--- src/rtl/lpc_pkg.sv ---
// Shared types and LAD encodings for the LPC I/O-cycle host.
package lpc_pkg;

  typedef enum logic [3:0] {
    ST_IDLE  = 4'd0,
    ST_START = 4'd1,
    ST_CYCT  = 4'd2,
    ST_ADDR  = 4'd3,
    ST_WDATA = 4'd4,
    ST_HTAR  = 4'd5,
    ST_SYNC  = 4'd6,
    ST_RDATA = 4'd7,
    ST_PTAR  = 4'd8,
    ST_ABORT = 4'd9,
    ST_DONE  = 4'd10
  } lpc_state_e;

  // LAD nibble codes
  localparam logic [3:0] LAD_START      = 4'b0000;
  localparam logic [3:0] LAD_CYC_IO_RD  = 4'b0000;
  localparam logic [3:0] LAD_CYC_IO_WR  = 4'b0010;
  localparam logic [3:0] LAD_SYNC_READY = 4'b0000;
  localparam logic [3:0] LAD_SYNC_SHORT = 4'b0101;
  localparam logic [3:0] LAD_SYNC_LONG  = 4'b0110;
  localparam logic [3:0] LAD_SYNC_ERR   = 4'b1010;
  localparam logic [3:0] LAD_IDLE       = 4'b1111;

  // Response error codes
  localparam logic [1:0] RSP_OK      = 2'b00;
  localparam logic [1:0] RSP_TIMEOUT = 2'b01;
  localparam logic [1:0] RSP_SYNCERR = 2'b10;
  localparam logic [1:0] RSP_LWAIT   = 2'b11;

  // True for the SYNC codes that do not count toward the no-responder timeout
  function automatic logic sync_is_known(input logic [3:0] code);
    return (code == LAD_SYNC_READY) || (code == LAD_SYNC_SHORT) ||
           (code == LAD_SYNC_LONG)  || (code == LAD_SYNC_ERR);
  endfunction

endpackage

--- src/rtl/lpc_sync_timer.sv ---
// SYNC-phase watchdogs: no-responder timeout and consecutive long-wait limit.
// Expire flags are combinational so the FSM can leave SYNC on the very clock
// the limit is reached.
module lpc_sync_timer #(
  parameter int SYNC_TIMEOUT = 8,
  parameter int LWAIT_MAX    = 1024
) (
  input  logic i_clk,
  input  logic i_rst,
  input  logic i_clr,        // hold both counters at zero (outside SYNC)
  input  logic i_to_inc,     // unrecognised SYNC code this clock
  input  logic i_to_rst,     // short/long wait seen: responder is alive
  input  logic i_lw_inc,     // long-wait code this clock
  input  logic i_lw_rst,     // anything but long-wait breaks the run
  output logic o_to_expire,
  output logic o_lw_expire
);

  localparam int TO_W = $clog2(SYNC_TIMEOUT + 1);
  localparam int LW_W = $clog2(LWAIT_MAX + 1);
  localparam logic [TO_W-1:0] TO_LAST = TO_W'(SYNC_TIMEOUT - 1);
  localparam logic [LW_W-1:0] LW_LAST = LW_W'(LWAIT_MAX - 1);

  logic [TO_W-1:0] r_to_cnt;
  logic [LW_W-1:0] r_lw_cnt;

  // Counter update; clear has priority over increment
  always_ff @(posedge i_clk) begin
    if (i_rst || i_clr) begin
      r_to_cnt <= '0;
      r_lw_cnt <= '0;
    end else begin
      if (i_to_rst)      r_to_cnt <= '0;
      else if (i_to_inc) r_to_cnt <= r_to_cnt + 1'b1;
      if (i_lw_inc)      r_lw_cnt <= r_lw_cnt + 1'b1;
      else if (i_lw_rst) r_lw_cnt <= '0;
    end
  end

  assign o_to_expire = i_to_inc && (r_to_cnt == TO_LAST);
  assign o_lw_expire = i_lw_inc && (r_lw_cnt == LW_LAST);

endmodule

--- src/rtl/lpc_io_host.sv ---
// LPC I/O-cycle initiator: single-byte read/write requests to LAD/LFRAME# frames.
module lpc_io_host
  import lpc_pkg::*;
#(
  parameter int SYNC_TIMEOUT = 8,
  parameter int LWAIT_MAX    = 1024,
  parameter int ABORT_CLKS   = 4
) (
  input  logic        i_LpcClock,
  input  logic        i_PciReset,
  input  logic        i_ReqValid,
  output logic        o_ReqReady,
  input  logic        i_ReqWr,
  input  logic [15:0] i_ReqAddr,
  input  logic [7:0]  i_ReqData,
  output logic        o_RspValid,
  output logic [7:0]  o_RspData,
  output logic [1:0]  o_RspErr,
  output logic        o_LFrameN,
  output logic [3:0]  o_LadOut,
  output logic        o_LadOe,
  input  logic [3:0]  i_LadIn,
  output logic        o_Busy
);

  lpc_state_e r_state, w_next;

  logic        r_wr;
  logic [15:0] r_addr;
  logic [7:0]  r_wdata;
  logic [7:0]  r_rdata;
  logic [1:0]  r_err;
  logic [7:0]  r_cnt;       // clocks spent in the current state
  logic [7:0]  r_rsp_data;
  logic [1:0]  r_rsp_err;

  logic w_accept;
  logic w_in_sync;
  logic w_is_long, w_is_short, w_is_err, w_is_ready, w_is_other;
  logic w_to_expire, w_lw_expire;

  assign o_ReqReady = (r_state == ST_IDLE) && !i_PciReset;
  assign w_accept   = i_ReqValid && o_ReqReady;
  assign o_Busy     = (r_state != ST_IDLE);
  assign o_RspValid = (r_state == ST_DONE);
  assign o_RspData  = r_rsp_data;
  assign o_RspErr   = r_rsp_err;

  // SYNC code decode
  assign w_in_sync  = (r_state == ST_SYNC);
  assign w_is_ready = (i_LadIn == LAD_SYNC_READY);
  assign w_is_short = (i_LadIn == LAD_SYNC_SHORT);
  assign w_is_long  = (i_LadIn == LAD_SYNC_LONG);
  assign w_is_err   = (i_LadIn == LAD_SYNC_ERR);
  assign w_is_other = !sync_is_known(i_LadIn);

  lpc_sync_timer #(
    .SYNC_TIMEOUT (SYNC_TIMEOUT),
    .LWAIT_MAX    (LWAIT_MAX)
  ) u_timer (
    .i_clk       (i_LpcClock),
    .i_rst       (i_PciReset),
    .i_clr       (!w_in_sync),
    .i_to_inc    (w_in_sync && w_is_other),
    .i_to_rst    (w_in_sync && (w_is_short || w_is_long)),
    .i_lw_inc    (w_in_sync && w_is_long),
    .i_lw_rst    (w_in_sync && !w_is_long),
    .o_to_expire (w_to_expire),
    .o_lw_expire (w_lw_expire)
  );

  // State register
  always_ff @(posedge i_LpcClock) begin
    if (i_PciReset) r_state <= ST_IDLE;
    else            r_state <= w_next;
  end

  // Next-state logic
  always_comb begin
    w_next = r_state;
    case (r_state)
      ST_IDLE:  if (w_accept) w_next = ST_START;
      ST_START: w_next = ST_CYCT;
      ST_CYCT:  w_next = ST_ADDR;
      ST_ADDR:  if (r_cnt == 8'd3) w_next = r_wr ? ST_WDATA : ST_HTAR;
      ST_WDATA: if (r_cnt == 8'd1) w_next = ST_HTAR;
      ST_HTAR:  if (r_cnt == 8'd1) w_next = ST_SYNC;
      ST_SYNC: begin
        if (w_is_ready)                    w_next = r_wr ? ST_PTAR : ST_RDATA;
        else if (w_is_err)                 w_next = ST_PTAR;
        else if (w_is_long && w_lw_expire) w_next = ST_ABORT;
        else if (w_to_expire)              w_next = ST_ABORT;
      end
      ST_RDATA: if (r_cnt == 8'd1) w_next = ST_PTAR;
      ST_PTAR:  if (r_cnt == 8'd1) w_next = ST_DONE;
      ST_ABORT: if (r_cnt == 8'(ABORT_CLKS)) w_next = ST_DONE;
      ST_DONE:  w_next = ST_IDLE;
      default:  w_next = ST_IDLE;
    endcase
  end

  // Pin outputs per state; LAD is released everywhere not listed
  always_comb begin
    o_LFrameN = 1'b1;
    o_LadOut  = LAD_IDLE;
    o_LadOe   = 1'b0;
    case (r_state)
      ST_START: begin
        o_LFrameN = 1'b0;
        o_LadOut  = LAD_START;
        o_LadOe   = 1'b1;
      end
      ST_CYCT: begin
        o_LadOut = r_wr ? LAD_CYC_IO_WR : LAD_CYC_IO_RD;
        o_LadOe  = 1'b1;
      end
      ST_ADDR: begin
        o_LadOe = 1'b1;
        case (r_cnt[1:0])
          2'd0:    o_LadOut = r_addr[15:12];
          2'd1:    o_LadOut = r_addr[11:8];
          2'd2:    o_LadOut = r_addr[7:4];
          default: o_LadOut = r_addr[3:0];
        endcase
      end
      ST_WDATA: begin
        o_LadOe  = 1'b1;
        o_LadOut = (r_cnt == 8'd0) ? r_wdata[3:0] : r_wdata[7:4];
      end
      // first turnaround clock drives 1111, second releases the bus
      ST_HTAR:  o_LadOe = (r_cnt == 8'd0);
      ST_ABORT: begin
        if (r_cnt < 8'(ABORT_CLKS)) begin
          o_LFrameN = 1'b0;
          o_LadOe   = 1'b1;
        end
      end
      default: ;
    endcase
  end

  // Request capture, phase counter, SYNC outcome and response registers
  always_ff @(posedge i_LpcClock) begin
    if (i_PciReset) begin
      r_wr       <= 1'b0;
      r_addr     <= '0;
      r_wdata    <= '0;
      r_rdata    <= '0;
      r_err      <= RSP_OK;
      r_cnt      <= '0;
      r_rsp_data <= '0;
      r_rsp_err  <= RSP_OK;
    end else begin
      r_cnt <= (w_next != r_state) ? 8'd0 : r_cnt + 8'd1;
      if (w_accept) begin
        r_wr    <= i_ReqWr;
        r_addr  <= i_ReqAddr;
        r_wdata <= i_ReqData;
        r_rdata <= '0;
        r_err   <= RSP_OK;
      end
      if (w_in_sync) begin
        if (w_is_err)                      r_err <= RSP_SYNCERR;
        else if (w_is_long && w_lw_expire) r_err <= RSP_LWAIT;
        else if (w_to_expire)              r_err <= RSP_TIMEOUT;
      end
      if (r_state == ST_RDATA) begin
        if (r_cnt == 8'd0) r_rdata[3:0] <= i_LadIn;
        else               r_rdata[7:4] <= i_LadIn;
      end
      // response fields only change when a new response is presented
      if (w_next == ST_DONE && r_state != ST_DONE) begin
        r_rsp_err  <= r_err;
        r_rsp_data <= (r_wr || r_err != RSP_OK) ? 8'h00 : r_rdata;
      end
    end
  end

endmodule

--- config.mk ---
export PLATFORM = sky130hd
export DESIGN_NAME = lpc_io_host
export DESIGN_NICKNAME = d
export VERILOG_FILES = /design/src/rtl/lpc_pkg.sv /design/src/rtl/lpc_sync_timer.sv /design/src/rtl/lpc_io_host.sv
export SDC_FILE = /design/constraint.sdc
export NUM_CORES = 1
export LEC_CHECK = 0
export CORE_ASPECT_RATIO = 0.9
export CORE_MARGIN = 2
export CORE_UTILIZATION = 40
export DETAILED_ROUTE_END_ITERATION = 8
export HOLD_SLACK_MARGIN = 0.06
export SLEW_MARGIN = 20
export SYNTH_ARGS = -nofsm -noshare
export SYNTH_HDL_FRONTEND = slang
export SYNTH_SLANG_ARGS = --single-unit
--- constraint.sdc ---
create_clock -name i_LpcClock -period 2.7 [get_ports i_LpcClock]
set_clock_uncertainty 0.15 [all_clocks]
set_input_delay 0.27 -clock i_LpcClock [delete_from_list [all_inputs] [get_ports i_LpcClock]]
set_output_delay 0.27 -clock i_LpcClock [all_outputs]
set_load 0.01 [all_outputs]
==> summary.md, run 1 <==
| Metric | Value |
|---|---|
| Status | complete, no violations |
| Slew Limit Headroom | 54.4% |
| Max Freq | 374 MHz |
| Worst setup margin | 26.2 ps |
| FFs w/ async S/R, synth | 0% |
| Syn Nets | 475 |
| Critical path required time | 2780 ps |
| Worst reg2reg endpoint | r_cnt[1]$_SDFF_PP0_ |
| Static leakage | 0.00183 uW |
| Switching share of power | 27.3% |
| Initial DRT Pass Iterations | 6 |
| 1st-iter DRT viols | 168 |
| Worst-path cell with the longest stage delay | or4_4 |
| Hold_buf cts | 0 |
| WL final | 8900 um |
| Worst setup path start | r_cnt[3]$_SDFF_PP0_ |
| Period utilization | 99.0% |
| Worst Setup Path Type | flip-flop to flip-flop |
| Die Area | 0.00975 mm2 |
| Area growth from synthesis to layout | 31.8% |
| CTS tree | yes |
| Crit path DAT | 2750 ps |
| Fin nets | 555 |
| Syn. warnings | 0 |
| Yosys reg bits | 72 |
| Row count | 32 |
| Most frequent cells in the layout | nand2_1, dfxtp_1, clkdlybuf4s50_1 |
| Clk sink count | 72 |
| Worst setup SP type | flip-flop |
| RSZ-0062 raised after global routing | true |
| First-pass GRT wire length | 14800 um |
| Critical path peak fanout | 8 |
| Die width | 104 um |
| Largest net degree at the start of global routing | 35 |
| Total Power | 2570 uW |
| Gr ovfl total | 0 |
| Vias in the first global route | 3154 |
| Clock latency on the worst-skew pair | 350 ps |
| Avg Inst Size Synth | 8.21 um2 |
| PD cells | 543 mW/mm2 |
| Final setup viols | 0 |
| Final Hold Vio Count | 0 |
| Worst slack, placed | -39.1 ps |
| CTS Buf Count | 9 |
| Total GRT Usage | 18.8% |
| Seq/Total Area, Yosys | 40.2% |
| Fillers | 869 |
| Commonest non-fill, non-tap cell in the layout | nand2_1 |
| CP Cell Sequence | or4_4, buf_6, o311a_1, a311o_1, a211o_1, o211ai_4, nor3b_1 |
| DR DRC count | 0 |
| P_sw | 701 uW |
| Max-slew violation count | 0 |
| Initial Util | 41.5% |
| Post-synth EDFFs | 0 |
| Synth unique cells | 57 |
| Core ar. | 0.00865 mm2 |
| Setup TNS | 0 ps |
| # port buffers | 50 |
| Tmin final | 2670 ps |
| Critical path endpoint category | flip-flop |
| Initial antenna violation count | 0 |
| VDD IR max | 0.382 mV |
| Post-synth top flop | dfxtp_1 |
| WL/cell | 13.9 um |
| Internal power | 1870 uW |
| CP Capture Point | r_cnt[1]$_SDFF_PP0_ |
| Die H | 93.9 um |
| Reg2reg path depth | 7 |
| Layout cells sized above 1 | 15.9% |
| Slew of the pin with the lowest slew margin | 679 ps |
| DRT antenna net count | 0 |
| # Max-Cap Violations | 0 |
| Post-Syn Area | 0.00359 mm2 |
| Comb power frac | 18.0% |
| Clock transition at the registers of the reported paths | 80 ps |
| Largest stage delay, worst path | 560 ps |
| Worst R2R Setup Slack | 30 ps |
| Hpwl dp | 6470 um |
| Reg power frac | 44.1% |
| Gpl congestion | 0.958 |
| Synth Instances | 437 |
| Critical R2R Launch | r_cnt[3]$_SDFF_PP0_ |
| Root buf cell | clkbuf_8 |
| H-tree lvl count | 3 |
| Vias per inst | 5.21 |
| Via count | 3340 |
| Max clock buf depth | 2 |
| IO Count | 51 |
| Antenna Cells | 0 |
| Type of the tightest min-delay check | primary input to flip-flop |
| Clock share of power | 37.9% |
cells by family (layout without fill, tap and decap cells):
group                    Yosys count  after routing  share of synthesized area, %
AND/OR/NAND/NOR                  229            229                          32.2
multiplexers                      16             16                          4.50
AO/OA/AOI/OAI                     63             63                          12.8
buffers and inverters             31            116                          3.35
adder cells (fa/ha/maj)            6              6                          2.09
XOR/XNOR                          20             20                          4.88
flip-flops                        72             72                          40.2
power groups by stage:
stage	Clock, uW	Combinational, uW	Sequential [uW]
floorplan	0	249	1150
global placement	0	434	1150
detailed placement	0	435	1160
CTS	993	448	1130
global route	1040	506	1140
finish	973	463	1130
what timing repair did:
item,4_1_cts,5_1_grt
cloned,0,0
pin swaps,2,14
setup endpoints to repair,5,19
setup buffers,1,3
resized for setup,16,12
Yosys cell counts, types with 2 or more instances:
| cell | instances | share of area (%) |
|---|---|---|
| dfxtp_1 | 72 | 40 |
| nand3b_1 | 26 | 5.4 |
| nor2b_1 | 3 | 0.52 |
| nor4_1 | 4 | 0.70 |
| xnor2_1 | 9 | 2.2 |
| o31ai_1 | 2 | 0.42 |
| and2_1 | 2 | 0.35 |
| clkbuf_1 | 20 | 2.1 |
| a31oi_1 | 2 | 0.35 |
| nand4_1 | 4 | 0.70 |
| nor3_1 | 6 | 0.84 |
| o21ai_0 | 11 | 1.5 |
| mux2i_1 | 15 | 4.2 |
| a311oi_1 | 2 | 0.49 |
| buf_2 | 3 | 0.42 |
| nand2_1 | 86 | 9.0 |
| or3b_2 | 2 | 0.49 |
| and3_1 | 5 | 0.87 |
| nor3b_1 | 4 | 0.84 |
| ha_1 | 6 | 2.1 |
| nand2b_1 | 16 | 2.8 |
| nor2_1 | 41 | 4.3 |
| xor2_1 | 11 | 2.7 |
| nand3_1 | 21 | 2.9 |
| a222oi_1 | 4 | 1.1 |
| a21o_1 | 4 | 0.84 |
| inv_1 | 7 | 0.73 |
| a21oi_1 | 20 | 2.8 |
flip-flops by register name, indices dropped and copies added (netlist names), 4 cells and up:
signal,cells
o_RspData,8
r_addr,16
r_cnt,8
r_rdata,8
r_state,4
r_wdata,8
u_timer.r_lw_cnt,11
u_timer.r_to_cnt,4
metrics by stage:
step,hold slack [ps],instances,cell area (um2),util [%]
floorplan,219,437,3590,-
global placement,295,621,4450,51.5
detailed placement,305,621,4450,51.5
CTS,280,638,4700,54.3
global route,296,641,4730,54.7
finish,290,641,4730,54.7
worst min path at each step:
| stage | cells after the start | start | end | slack, ps |
|---|---|---|---|---|
| 6_report | 3 | i_ReqAddr[6] | r_addr[6]$_SDFFE_PP0P_ | 290 |
| 2_1_floorplan | 2 | i_ReqAddr[0] | r_addr[0]$_SDFFE_PP0P_ | 220 |
| 5_1_grt | 3 | i_ReqAddr[12] | r_addr[12]$_SDFFE_PP0P_ | 300 |
| 3_3_place_gp | 1 | u_timer.r_lw_cnt[0]$_SDFFE_PP0P_ | u_timer.r_lw_cnt[0]$_SDFFE_PP0P_ | 290 |
| 3_5_place_dp | 1 | u_timer.r_lw_cnt[0]$_SDFFE_PP0P_ | u_timer.r_lw_cnt[0]$_SDFFE_PP0P_ | 300 |
| 4_1_cts | 3 | i_ReqAddr[6] | r_addr[6]$_SDFFE_PP0P_ | 280 |
worst max-delay path: cells and delay by family, from the launching register on:
family	cells	cell delay, ps
flip-flops	1	320
buffers and inverters	1	150
AO/OA/AOI/OAI	4	1280
AND/OR/NAND/NOR	2	650
metal layers:
| layer | routed length (um) | track usage, % | up-vias |
|---|---|---|---|
| met1 | 4230 | 23.5 | 1552 |
| met5 | 0 | 0 | - |
| met4 | 119 | 4.84 | 0 |
| met2 | 4070 | 32.5 | 94 |
| li1 | - | - | 1683 |
| met3 | 477 | 5.06 | 11 |
layout make-up:
type / instances / area, um2 / share of cell area, %
multi-input combinational: 334 / 2060 / 43.5
sequential: 72 / 1440 / 30.5
timing repair buffer: 93 / 826 / 17.5
tap: 119 / 149 / 3.15
clock buffer: 9 / 124 / 2.62
clock inverter: 7 / 103 / 2.17
inverter: 7 / 26.3 / 0.556
No activity file was read; power rests on OpenSTA's default activity.
==> run 2, diff against run 1 <==
--- a/config.mk
+++ b/config.mk
@@ -10,6 +10,7 @@
 export CORE_UTILIZATION = 40
 export DETAILED_ROUTE_END_ITERATION = 8
 export HOLD_SLACK_MARGIN = 0.06
+export REMOVE_ABC_BUFFERS = 1
 export SLEW_MARGIN = 20
 export SYNTH_ARGS = -nofsm -noshare
 export SYNTH_HDL_FRONTEND = slang
==> run 2 against run 1 <==
First-iteration DRC count grew 30%. Clock-buffer cell count increased by 1. Critical path depth down 3. Setup slack better by 22 ps. Worst hold slack gained 8.9 ps. Sequential share of layout area grew 0.48 points. Clock power decreased by 10%. Wire length down 2.0%. Cell area decreased by 1.5%. Cell count fell by 1.1%. Via count decreased by 3.1%. Register-to-register slack improved by 40 ps. Critical path type is now flip-flop to primary output. Largest cell class unchanged.
==> summary.md, run 2 (synthesis gave the netlist of run 1 again) <==
| Metric | Value |
|---|---|
| Hold_buf cts | 0 (unchanged) |
| Biggest regs | r_addr: 16 flops, u_timer.r_lw_cnt: 11 flops (unchanged) |
| Initial DRT Pass Iterations | 5 (was 6) |
| Commonest non-fill, non-tap cell in the layout | nand2_1 (unchanged) |
| Final setup viols | 0 (unchanged) |
| Clock latency on the worst-skew pair | 350 ps (about the same) |
| RSZ-0062 raised after global routing | false (was true) |
| Die H | 93.9 um (unchanged) |
| Die width | 104 um (unchanged) |
| Vias in the first global route | 3082 (was 3154) |
| Switching share of power | 27.5% (was 27.3%) |
| Multi-input logic area | 0.00206 mm2 (about the same) |
| WL/cell | 13.8 um (was 13.9 um) |
| Max reg flops | 16 (unchanged) |
| WP buf/inv | 3 (was 1) |
| Status | complete, no violations (unchanged) |
| DRT antenna net count | 0 (unchanged) |
| CP Cell Sequence | buf_4, inv_1, nor4_1, clkdlybuf4s50_1 (was or4_4, buf_6, o311a_1, a311o_1, a211o_1, o211ai_4, nor3b_1) |
| Reg power frac | 46.1% (was 44.1%) |
| Core ar. | 0.00865 mm2 (unchanged) |
| PD cells | 528 mW/mm2 (was 543 mW/mm2) |
| WL final | 8720 um (was 8900 um) |
| First-pass GRT wire length | 14800 um (about the same) |
| Clock transition at the registers of the reported paths | 80 ps (about the same) |
| Initial antenna violation count | 0 (unchanged) |
| Root buf cell | clkbuf_8 (unchanged) |
| Worst setup SP type | flip-flop (unchanged) |
| Tmin final | 2650 ps (was 2670 ps) |
| Gpl congestion | 0.931 (was 0.958) |
| Worst-path cell with the longest stage delay | clkdlybuf4s50_1 (was or4_4) |
| Largest stage delay, worst path | 640 ps (was 560 ps) |
| Critical path required time | 2280 ps (was 2780 ps) |
| Final Hold Vio Count | 0 (unchanged) |
| Critical path peak fanout | 11 (was 8) |
| Gr ovfl total | 0 (unchanged) |
| Most frequent cells in the layout | nand2_1, dfxtp_1, clkdlybuf4s50_1 (unchanged) |
| Worst Setup Path Type | flip-flop to primary output (was flip-flop to flip-flop) |
| # port buffers | 50 (unchanged) |
| IO Count | 51 (unchanged) |
| Slew Limit Headroom | 53.0% (was 54.4%) |
| Fillers | 853 (was 869) |
| Max clock buf depth | 2 (unchanged) |
| Via count | 3238 (was 3340) |
| DR DRC count | 0 (unchanged) |
| Layout cells sized above 1 | 15.0% (was 15.9%) |
| Placed cell areas | 0.00442 mm2 (was 0.00445 mm2) |
| Critical path endpoint category | primary output (was flip-flop) |
| Clock share of power | 35.6% (was 37.9%) |
| Row count | 32 (unchanged) |
| Initial Util | 41.5% (unchanged) |
| Slew of the pin with the lowest slew margin | 699 ps (was 679 ps) |
| Period utilization | 98.2% (was 99.0%) |
| Area growth from synthesis to layout | 29.7% (was 31.8%) |
| Static leakage | 0.00178 uW (was 0.00183 uW) |
| Die Area | 0.00975 mm2 (unchanged) |
| # Max-Cap Violations | 0 (unchanged) |
| Sequential Area | 0.00144 mm2 (unchanged) |
| Top delay family on crit path | buffers and inverters (was compound AO/OA/AOI/OAI gates) |
| Hpwl dp | 6380 um (was 6470 um) |
| CTS Buf Count | 9 (unchanged) |
| Final instance area | 0.00466 mm2 (was 0.00473 mm2) |
| Type of the tightest min-delay check | primary input to flip-flop (unchanged) |
| 1st-iter DRT viols | 219 (was 168) |
| Antenna Cells | 0 (unchanged) |
| VDD IR max | 0.281 mV (was 0.382 mV) |
| Total GRT Usage | 18.6% (was 18.8%) |
| Crit path DAT | 2230 ps (was 2750 ps) |
| Utilization after layout | 53.8% (was 54.7%) |
| CTS tree | yes (unchanged) |
| Max Freq | 377 MHz (was 374 MHz) |
| Vias per inst | 5.11 (was 5.21) |
| Biggest register | r_addr (unchanged) |
| P_sw | 677 uW (was 701 uW) |
| Largest net degree at the start of global routing | 28 (was 35) |
| Comb power frac | 18.3% (was 18.0%) |
| Clk sink count | 72 (unchanged) |
| Max-slew violation count | 0 (unchanged) |
| H-tree lvl count | 3 (unchanged) |
| Internal power | 1780 uW (was 1870 uW) |
| Fin nets | 548 (was 555) |
| Worst Hold Slack | 299 ps (was 290 ps) |
==> run 2: worst paths after layout <==
kind,start,endpoint,slack (ps),depth (start not counted)
worst max register to register,r_cnt[5]$_SDFF_PP0_,r_cnt[2]$_SDFF_PP0_,70,7
worst min register to register,r_rdata[7]$_SDFF_PP0_,o_RspData[7]$_SDFFE_PP0P_,310,2
worst max-delay path,r_state[3]$_SDFF_PP0_,o_RspValid,50,4
worst min-delay path,i_ReqData[3],r_wdata[3]$_SDFFE_PP0P_,300,3
==> run 2: repair_timing <==
item | in CTS | in global routing
resized for setup | 18 | 12
endpoints found under the setup margin | 5 | 12
setup buffers | 2 | 0
pin swaps | 1 | 11
==> run 2: area by class of cell <==
cell class / count / share of cell area [%]
clock inverter: 6 / 1.45
clock buffer: 10 / 2.96
timing repair buffer: 86 / 16.6
tap: 119 / 3.20
sequential: 72 / 31.0
multi-input combinational: 334 / 44.3
inverter: 7 / 0.564
==> run 2: power by group through the flow <==
stage | sequential (uW) | combinational (uW) | clock, uW
after CTS | 1130 | 440 | 899
after floorplan | 1150 | 226 | 0
after global placement | 1160 | 417 | 0
final | 1130 | 451 | 875
after global routing | 1140 | 494 | 949
after detailed placement | 1160 | 425 | 0
==> run 2: per-layer routing <==
metal  wire (um)  share of wire, %  up-vias  GRT usage (%)
met2        3860                44       83           29.1
met1        4320                50     1490           25.5
met3         440               5.0        8           3.68
met4          93               1.1        0           6.98
met5           0                 0        -              0
li1            -                 -     1657              -
==> run 2: worst reg2reg max path: stages, from the launching register on <==
cell	delay (ps)
dfxtp_2	320
or4_4	550
buf_4	170
o311a_1	320
a311o_1	290
a211o_1	300
o211ai_4	310
nor3_1	80
==> run 2: per-stage QoR <==
| stage | power [uW] | std cells | setup WS, ps | TNS, ps |
|---|---|---|---|---|
| finish | 2460 | 634 | 48.3 | 0 |
| floorplan | 1380 | 413 | 88.5 | 0 |
| global route | 2580 | 634 | 3.39 | 0 |
| detailed placement | 1580 | 616 | 26.0 | 0 |
| CTS | 2470 | 634 | -54.4 | -77.7 |
| global placement | 1570 | 616 | 27.2 | 0 |
